$ cat config.mk
export PLATFORM = sky130hd
export DESIGN_NAME = viterbi_acs_engine
export DESIGN_NICKNAME = d
export VERILOG_FILES = /design/src/rtl/viterbi_pkg.sv /design/src/rtl/viterbi_acs_unit.sv /design/src/rtl/viterbi_acs_engine.sv
export SDC_FILE = /design/constraint.sdc
export NUM_CORES = 1
export LEC_CHECK = 0
export BUFFER_PORTS_ARGS = -buffer_cell sky130_fd_sc_hd__buf_4
export CORE_ASPECT_RATIO = 0.8
export CORE_MARGIN = 3
export CORE_UTILIZATION = 56
export CTS_CLUSTER_DIAMETER = 100
export CTS_CLUSTER_SIZE = 24
export DETAILED_ROUTE_END_ITERATION = 12
export GPL_TIMING_DRIVEN = 1
export HOLD_SLACK_MARGIN = 0.12
export PLACE_DENSITY = 0.88
export SETUP_SLACK_MARGIN = 0.02
export SYNTH_ARGS = -nofsm -noshare
export SYNTH_HDL_FRONTEND = slang
export SYNTH_HIERARCHICAL = 1
export SYNTH_SLANG_ARGS = --single-unit
export TNS_END_PERCENT = 20
$ cat constraint.sdc
create_clock -name clk -period 13.36 [get_ports clk]
set_input_delay 0.668 -clock clk [delete_from_list [all_inputs] [get_ports clk]]
set_output_delay 0.668 -clock clk [all_outputs]
set_load 0.03 [all_outputs]
$ cat src/rtl/viterbi_pkg.sv
// Shared definitions for the Viterbi add-compare-select engine: FSM state
// encoding, index-width helper and saturation limits of the metric format.
package viterbi_pkg;

    typedef enum logic [1:0] {
        ST_IDLE   = 2'd0,
        ST_ACS    = 2'd1,
        ST_COMMIT = 2'd2
    } acs_state_e;

    // Width of an index into n items; never narrower than one bit.
    function automatic int idx_w(input int n);
        return (n > 1) ? $clog2(n) : 1;
    endfunction

    // Largest value of a w-bit two's-complement metric.
    function automatic longint sat_hi(input int w);
        return (longint'(1) <<< (w - 1)) - longint'(1);
    endfunction

    // Smallest value of a w-bit two's-complement metric.
    function automatic longint sat_lo(input int w);
        return -(longint'(1) <<< (w - 1));
    endfunction

endpackage

$ cat src/rtl/viterbi_acs_unit.sv
// Combinational I-way add-compare-select for one destination state:
// candidates sat(delta[i] + logA[i]), strict-greater select (lowest index
// wins ties), then the emission term is added with saturation.
module viterbi_acs_unit
    import viterbi_pkg::*;
#(
    parameter int I = 4,
    parameter int W = 20,
    localparam int IW = idx_w(I)
) (
    input  logic [I*W-1:0]      delta,
    input  logic [I*W-1:0]      log_a,
    input  logic signed [W-1:0] log_b,
    output logic signed [W-1:0] new_metric,
    output logic [IW-1:0]       best_idx
);

    localparam logic signed [W+1:0] SAT_HI = (W+2)'(sat_hi(W));
    localparam logic signed [W+1:0] SAT_LO = (W+2)'(sat_lo(W));

    // Sign-extend a metric to the two guard bits used for every addition.
    function automatic logic signed [W+1:0] ext(input logic signed [W-1:0] v);
        return {{2{v[W-1]}}, v};
    endfunction

    // Clamp a widened sum back into the metric range.
    function automatic logic signed [W-1:0] sat(input logic signed [W+1:0] x);
        if (x > SAT_HI) begin
            return SAT_HI[W-1:0];
        end else if (x < SAT_LO) begin
            return SAT_LO[W-1:0];
        end
        return x[W-1:0];
    endfunction

    logic signed [W-1:0] cand;
    logic signed [W-1:0] best;

    // Scan predecessors in ascending order and keep the first strict maximum.
    always_comb begin
        // NOTE: every variable gets a value before any branch so no latch is inferred.
        cand     = '0;
        best     = sat(ext(delta[W-1:0]) + ext(log_a[W-1:0]));
        best_idx = '0;
        for (int i = 1; i < I; i++) begin
            cand = sat(ext(delta[i*W +: W]) + ext(log_a[i*W +: W]));
            if (cand > best) begin
                best     = cand;
                best_idx = IW'(i);
            end
        end
        new_metric = sat(ext(best) + ext(log_b));
    end

endmodule

$ cat src/rtl/viterbi_acs_engine.sv
// One trellis step of a Viterbi decoder: evaluates one destination state per
// cycle, streams survivor pointers, then commits the new metric bank
// (optionally max-normalised) and reports the best state.
module viterbi_acs_engine
    import viterbi_pkg::*;
#(
    parameter int I       = 4,
    parameter int W       = 20,
    parameter int M       = 8,
    parameter int NORM_EN = 1,
    localparam int IW = idx_w(I),
    localparam int MW = idx_w(M)
) (
    input  logic                clk,
    input  logic                rst_n,
    input  logic                init_valid,
    input  logic [I*W-1:0]      delta_init,
    input  logic                start_valid,
    output logic                start_ready,
    input  logic [MW-1:0]       obs,
    output logic [MW-1:0]       obs_q,
    output logic [IW-1:0]       col_idx,
    input  logic [I*W-1:0]      logA_col,
    input  logic signed [W-1:0] logB_emit,
    output logic                psi_valid,
    output logic [IW-1:0]       psi_state,
    output logic [IW-1:0]       psi_out,
    output logic                done,
    output logic [IW-1:0]       best_state,
    output logic signed [W-1:0] best_delta
);

    localparam logic signed [W+1:0] SAT_HI = (W+2)'(sat_hi(W));
    localparam logic signed [W+1:0] SAT_LO = (W+2)'(sat_lo(W));

    function automatic logic signed [W+1:0] ext(input logic signed [W-1:0] v);
        return {{2{v[W-1]}}, v};
    endfunction

    function automatic logic signed [W-1:0] sat(input logic signed [W+1:0] x);
        if (x > SAT_HI) begin
            return SAT_HI[W-1:0];
        end else if (x < SAT_LO) begin
            return SAT_LO[W-1:0];
        end
        return x[W-1:0];
    endfunction

    acs_state_e          state;
    logic signed [W-1:0] cur_bank [I];
    logic signed [W-1:0] nxt_bank [I];
    logic signed [W-1:0] run_max;
    logic [IW-1:0]       run_arg;
    logic [I*W-1:0]      cur_flat;
    logic signed [W-1:0] acs_new;
    logic [IW-1:0]       acs_arg;
    logic signed [W-1:0] max_upd;
    logic [IW-1:0]       arg_upd;
    logic                last_col;

    // Steps are only taken from IDLE, and a same-cycle init wins over start.
    assign start_ready = rst_n && (state == ST_IDLE) && !init_valid;
    assign last_col    = (col_idx == IW'(I - 1));

    // Flatten the current bank for the add-compare-select unit.
    always_comb begin
        cur_flat = '0;
        for (int i = 0; i < I; i++) begin
            cur_flat[i*W +: W] = cur_bank[i];
        end
    end

    viterbi_acs_unit #(
        .I (I),
        .W (W)
    ) u_acs (
        .delta      (cur_flat),
        .log_a      (logA_col),
        .log_b      (logB_emit),
        .new_metric (acs_new),
        .best_idx   (acs_arg)
    );

    // Running max/argmax including the column being evaluated this cycle.
    always_comb begin
        max_upd = run_max;
        arg_upd = run_arg;
        if ((col_idx == '0) || (acs_new > run_max)) begin
            max_upd = acs_new;
            arg_upd = col_idx;
        end
    end

    // Control FSM, metric banks and all registered outputs.
    always_ff @(posedge clk or negedge rst_n) begin
        if (!rst_n) begin
            state      <= ST_IDLE;
            obs_q      <= '0;
            col_idx    <= '0;
            psi_valid  <= 1'b0;
            psi_state  <= '0;
            psi_out    <= '0;
            done       <= 1'b0;
            best_state <= '0;
            best_delta <= '0;
            run_max    <= '0;
            run_arg    <= '0;
            // NOTE: the banks are reset too, so a step after reset starts from all-zero metrics.
            for (int i = 0; i < I; i++) begin
                cur_bank[i] <= '0;
                nxt_bank[i] <= '0;
            end
        end else begin
            // NOTE: non-blocking throughout, so every branch sees pre-edge state.
            psi_valid <= 1'b0;
            done      <= 1'b0;
            unique case (state)
                ST_IDLE: begin
                    if (init_valid) begin
                        for (int i = 0; i < I; i++) begin
                            cur_bank[i] <= delta_init[i*W +: W];
                        end
                    end else if (start_valid) begin
                        obs_q   <= obs;
                        col_idx <= '0;
                        state   <= ST_ACS;
                    end
                end
                ST_ACS: begin
                    for (int i = 0; i < I; i++) begin
                        if (col_idx == IW'(i)) begin
                            nxt_bank[i] <= acs_new;
                        end
                    end
                    psi_valid <= 1'b1;
                    psi_state <= col_idx;
                    psi_out   <= acs_arg;
                    run_max   <= max_upd;
                    run_arg   <= arg_upd;
                    if (last_col) begin
                        col_idx    <= '0;
                        best_state <= arg_upd;
                        best_delta <= max_upd;
                        done       <= 1'b1;
                        state      <= ST_COMMIT;
                    end else begin
                        col_idx <= col_idx + 1'b1;
                    end
                end
                ST_COMMIT: begin
                    for (int i = 0; i < I; i++) begin
                        cur_bank[i] <= (NORM_EN != 0) ? sat(ext(nxt_bank[i]) - ext(run_max))
                                                      : nxt_bank[i];
                    end
                    state <= ST_IDLE;
                end
                default: state <= ST_IDLE;
            endcase
        end
    end

endmodule

==> out/results.tsv <==
metric	value	unit
outcome	complete, but fails checks	
failing checks	design-rule violations, negative setup slack	
Clock Pin Slew Worst Setup and Hold Paths	0.10	ns
pin count of the biggest net entering global routing	96	
Final nets	3674	
share of layout cells above drive strength 1	0.298	
starting density of the core	0.578	
Worst Path Max Fanout	8	
Slew headroom	0.144	
DRC marker count from the first detailed-route iteration	3370	
die area	42500	um^2
Rows	64	
Seq/Total Area, Yosys	0.242	
post-synthesis instance total	2679	
initial antenna violation count	6	
CTS Buf Count	13	
Die Wd	230	um
post-route ant nets	0	
gr usage total	0.420	
WP data arrival	14.00	ns
CTS tree	done	
count of unique library cells instantiated by Yosys	104	
IO Count	221	
Port Buffers	220	
gpl congestion	1.11	
final wirelength	99.0	mm
Worst-Margin Slew	1.28	ns
Synth area leader	dfrtp_1	
Post-synth EDFFs	0	
HPWL after DPL	72.8	mm
Placed Area	27000	um^2
synthesized cell area	22400	um^2
final cell count without fillers	3746	
max-slew violation count	0	
TritonRoute pass-1 iters	13	
Avg Cell Area, Syn	8.37	um^2
final hold violation count	0	
flop2flop setup slack	-0.28	ns
clock root buffer	clkbuf_16	
most used cell, CP	buf_4	
worst-skew pair later-pin latency	0.53	ns
Slowest cell on crit path	or4b_4	
Design Area, Final	29000	um^2
pre-CTS setup slack	-1.16	ns
PnR worst setup slack	-0.285	ns
H-tree Lvls	1	
cell family with most CP delay	compound AO/OA/AOI/OAI gates	
post-synthesis async set-or-reset flop share	1.00	
RSZ-0062 raised after global routing	yes	
first-pass GRT wire length	139	mm
main area contributors after synthesis	dfrtp_1 24%, ha_1 15%, a21oi_1 5.9%, o21ai_0 4.8%, nand2_1 4.5%	
warnings from Yosys	6	
Setup Crit Path Kind	flop to flop	
Yosys reg bits	217	
worst min path class	input pin to async pin	
Die Y	185	um
Core Box Area	38800	um^2
placed cells	3679	
vias in the first global route	24076	
GRT overflow	0	
CP peak stage delay	0.50	ns
drt drc	43	
Worst setup SP type	flop	
final setup fails	39	
ys flop type	dfrtp_1	
Max Clk Rate	73.3	MHz
Buf/Inv on CP	17	
Layout area overhead	29.3	%
max_cap viols	0	
Final Cycle Share	1.02	
syn nets	3139	
Synth top area share	0.242	
Clock Skew	0.0309	ns
fin crit period	13.64	ns
DR vias/cell	6.80	
CP endpoint kind	flop	
routed vias	25474	
CP required	13.72	ns
drt wl/cell	26.4	um
Sink Count	217	
deepest clock path buffer count	3	
## per-layer routing
layer,vias up,share of wire,global-route usage
met1,11949,0.38,0.563
met3,531,0.13,0.0990
met4,10,0.066,0.202
met5,-,0.00064,0
li1,10985,-,-
met2,1999,0.42,0.645
## synth_stat cells (8+ instances only)
cell	instances
a211o_1	13
a211oi_1	37
a21boi_0	8
a21o_1	83
a21oi_1	265
a31o_2	12
a31oi_1	23
and2_1	16
and3_1	27
buf_2	12
buf_6	10
clkbuf_1	81
dfrtp_1	217
fa_1	9
ha_1	264
inv_1	114
mux2_2	79
mux2_4	20
mux2i_1	37
nand2_1	268
nand2b_1	36
nand3_1	42
nand3b_1	8
nand4_1	27
nor2_1	133
nor2b_1	28
nor3_1	54
o211ai_1	30
o21a_1	68
o21ai_0	213
o21ai_1	18
o21bai_1	22
o22ai_1	17
o31a_1	11
o31ai_1	16
or2_2	14
or3_1	73
xnor2_1	80
xor2_1	42
## metrics by stage
stage          hold slack [ns]  utilization  setup TNS, ns
2_1_floorplan            0.372            -              0
3_3_place_gp             0.463        0.696         -26.35
3_5_place_dp             0.474        0.696         -44.66
4_1_cts                  0.209        0.711              0
5_1_grt                  0.196        0.747         -21.87
6_report                 0.139        0.747          -3.47
## layout by cell type (no fill, tap or decap), types with 15 or more instances in the layout
| master | n |
|---|---|
| o21a_1 | 64 |
| nor2b_1 | 27 |
| o211ai_1 | 30 |
| o22ai_1 | 16 |
| clkbuf_16 | 17 |
| buf_4 | 598 |
| xnor2_1 | 79 |
| o21ai_0 | 173 |
| ha_4 | 22 |
| a211oi_1 | 26 |
| nor3_1 | 45 |
| ha_1 | 238 |
| a31oi_1 | 18 |
| nand4_1 | 27 |
| nand3_1 | 41 |
| mux2_4 | 21 |
| mux2_2 | 78 |
| a211oi_2 | 15 |
| a21oi_1 | 251 |
| mux2i_1 | 28 |
| nor2_1 | 124 |
| nand2b_1 | 36 |
| a21o_1 | 83 |
| or3_1 | 72 |
| a21oi_2 | 15 |
| inv_1 | 111 |
| o21ai_1 | 41 |
| dfrtp_1 | 216 |
| o21ai_2 | 21 |
| and3_1 | 25 |
| xor2_1 | 42 |
| o21bai_1 | 22 |
| nand2_1 | 265 |
## registers in the layout, indices dropped and copies added, names as in the netlist
signal      flops
best_delta     20
col_idx         2
run_arg         2
cur_bank       80
best_state      2
done            1
state           2
psi_state       2
obs_q           3
run_max        20
psi_out         2
psi_valid       1
nxt_bank       80
## final timing paths
check | start | depth (start not counted) | endpoint
worst min register to register | psi_state[0] | 2 | psi_state[0]
worst min-delay path | rst_n | 1 | psi_valid
worst max register to register | cur_bank[41] | 70 | best_delta[11]
max in group asynchronous | rst_n | 3 | cur_bank[41]
worst max-delay path | cur_bank[41] | 70 | best_delta[11]
min in group clk | obs[1] | 2 | obs_q[1]
## logic make-up (layout without fill, tap and decap cells)
kind of cell,Yosys count,count (layout),share of synthesized area
AO/OA/AOI/OAI,951,952,0.278
AND/OR/NAND/NOR,759,759,0.166
adder cells (fa/ha/maj),274,274,0.156
buffers and inverters,220,755,0.0410
flip-flops,217,217,0.242
multiplexers,136,136,0.0696
XOR/XNOR,122,122,0.0476
other,0,3,0
## layout make-up
type                       instances  area [um^2]
antenna                            3         7.51
tap                              528          661
sequential                       217         5430
fill                            2692         9830
clock buffer                      13          325
inverter                         115          432
clock inverter                     3         33.8
multi-input combinational       2243        17200
timing repair buffer             624         4890
## worst reg2reg max path: cells and delay by family, from the launching register on
family,cells,cell delay [ns]
fa+ha+maj,6,1.67
simple gates,16,2.86
buf+inv,17,2.36
flops,1,0.47
compound gates,29,5.83
mux,2,0.33
## repair_timing
action	4_1_cts	5_1_grt
pin swaps	17	89
gates cloned	0	6
setup endpoints to repair	44	44
endpoints found under the hold margin	0	0
resized for setup	46	204
hold buffers	0	0
buffers inserted	4	38
Power is not shown: default switching activity piles up to over one toggle a cycle in this logic, so the estimate is an artifact.
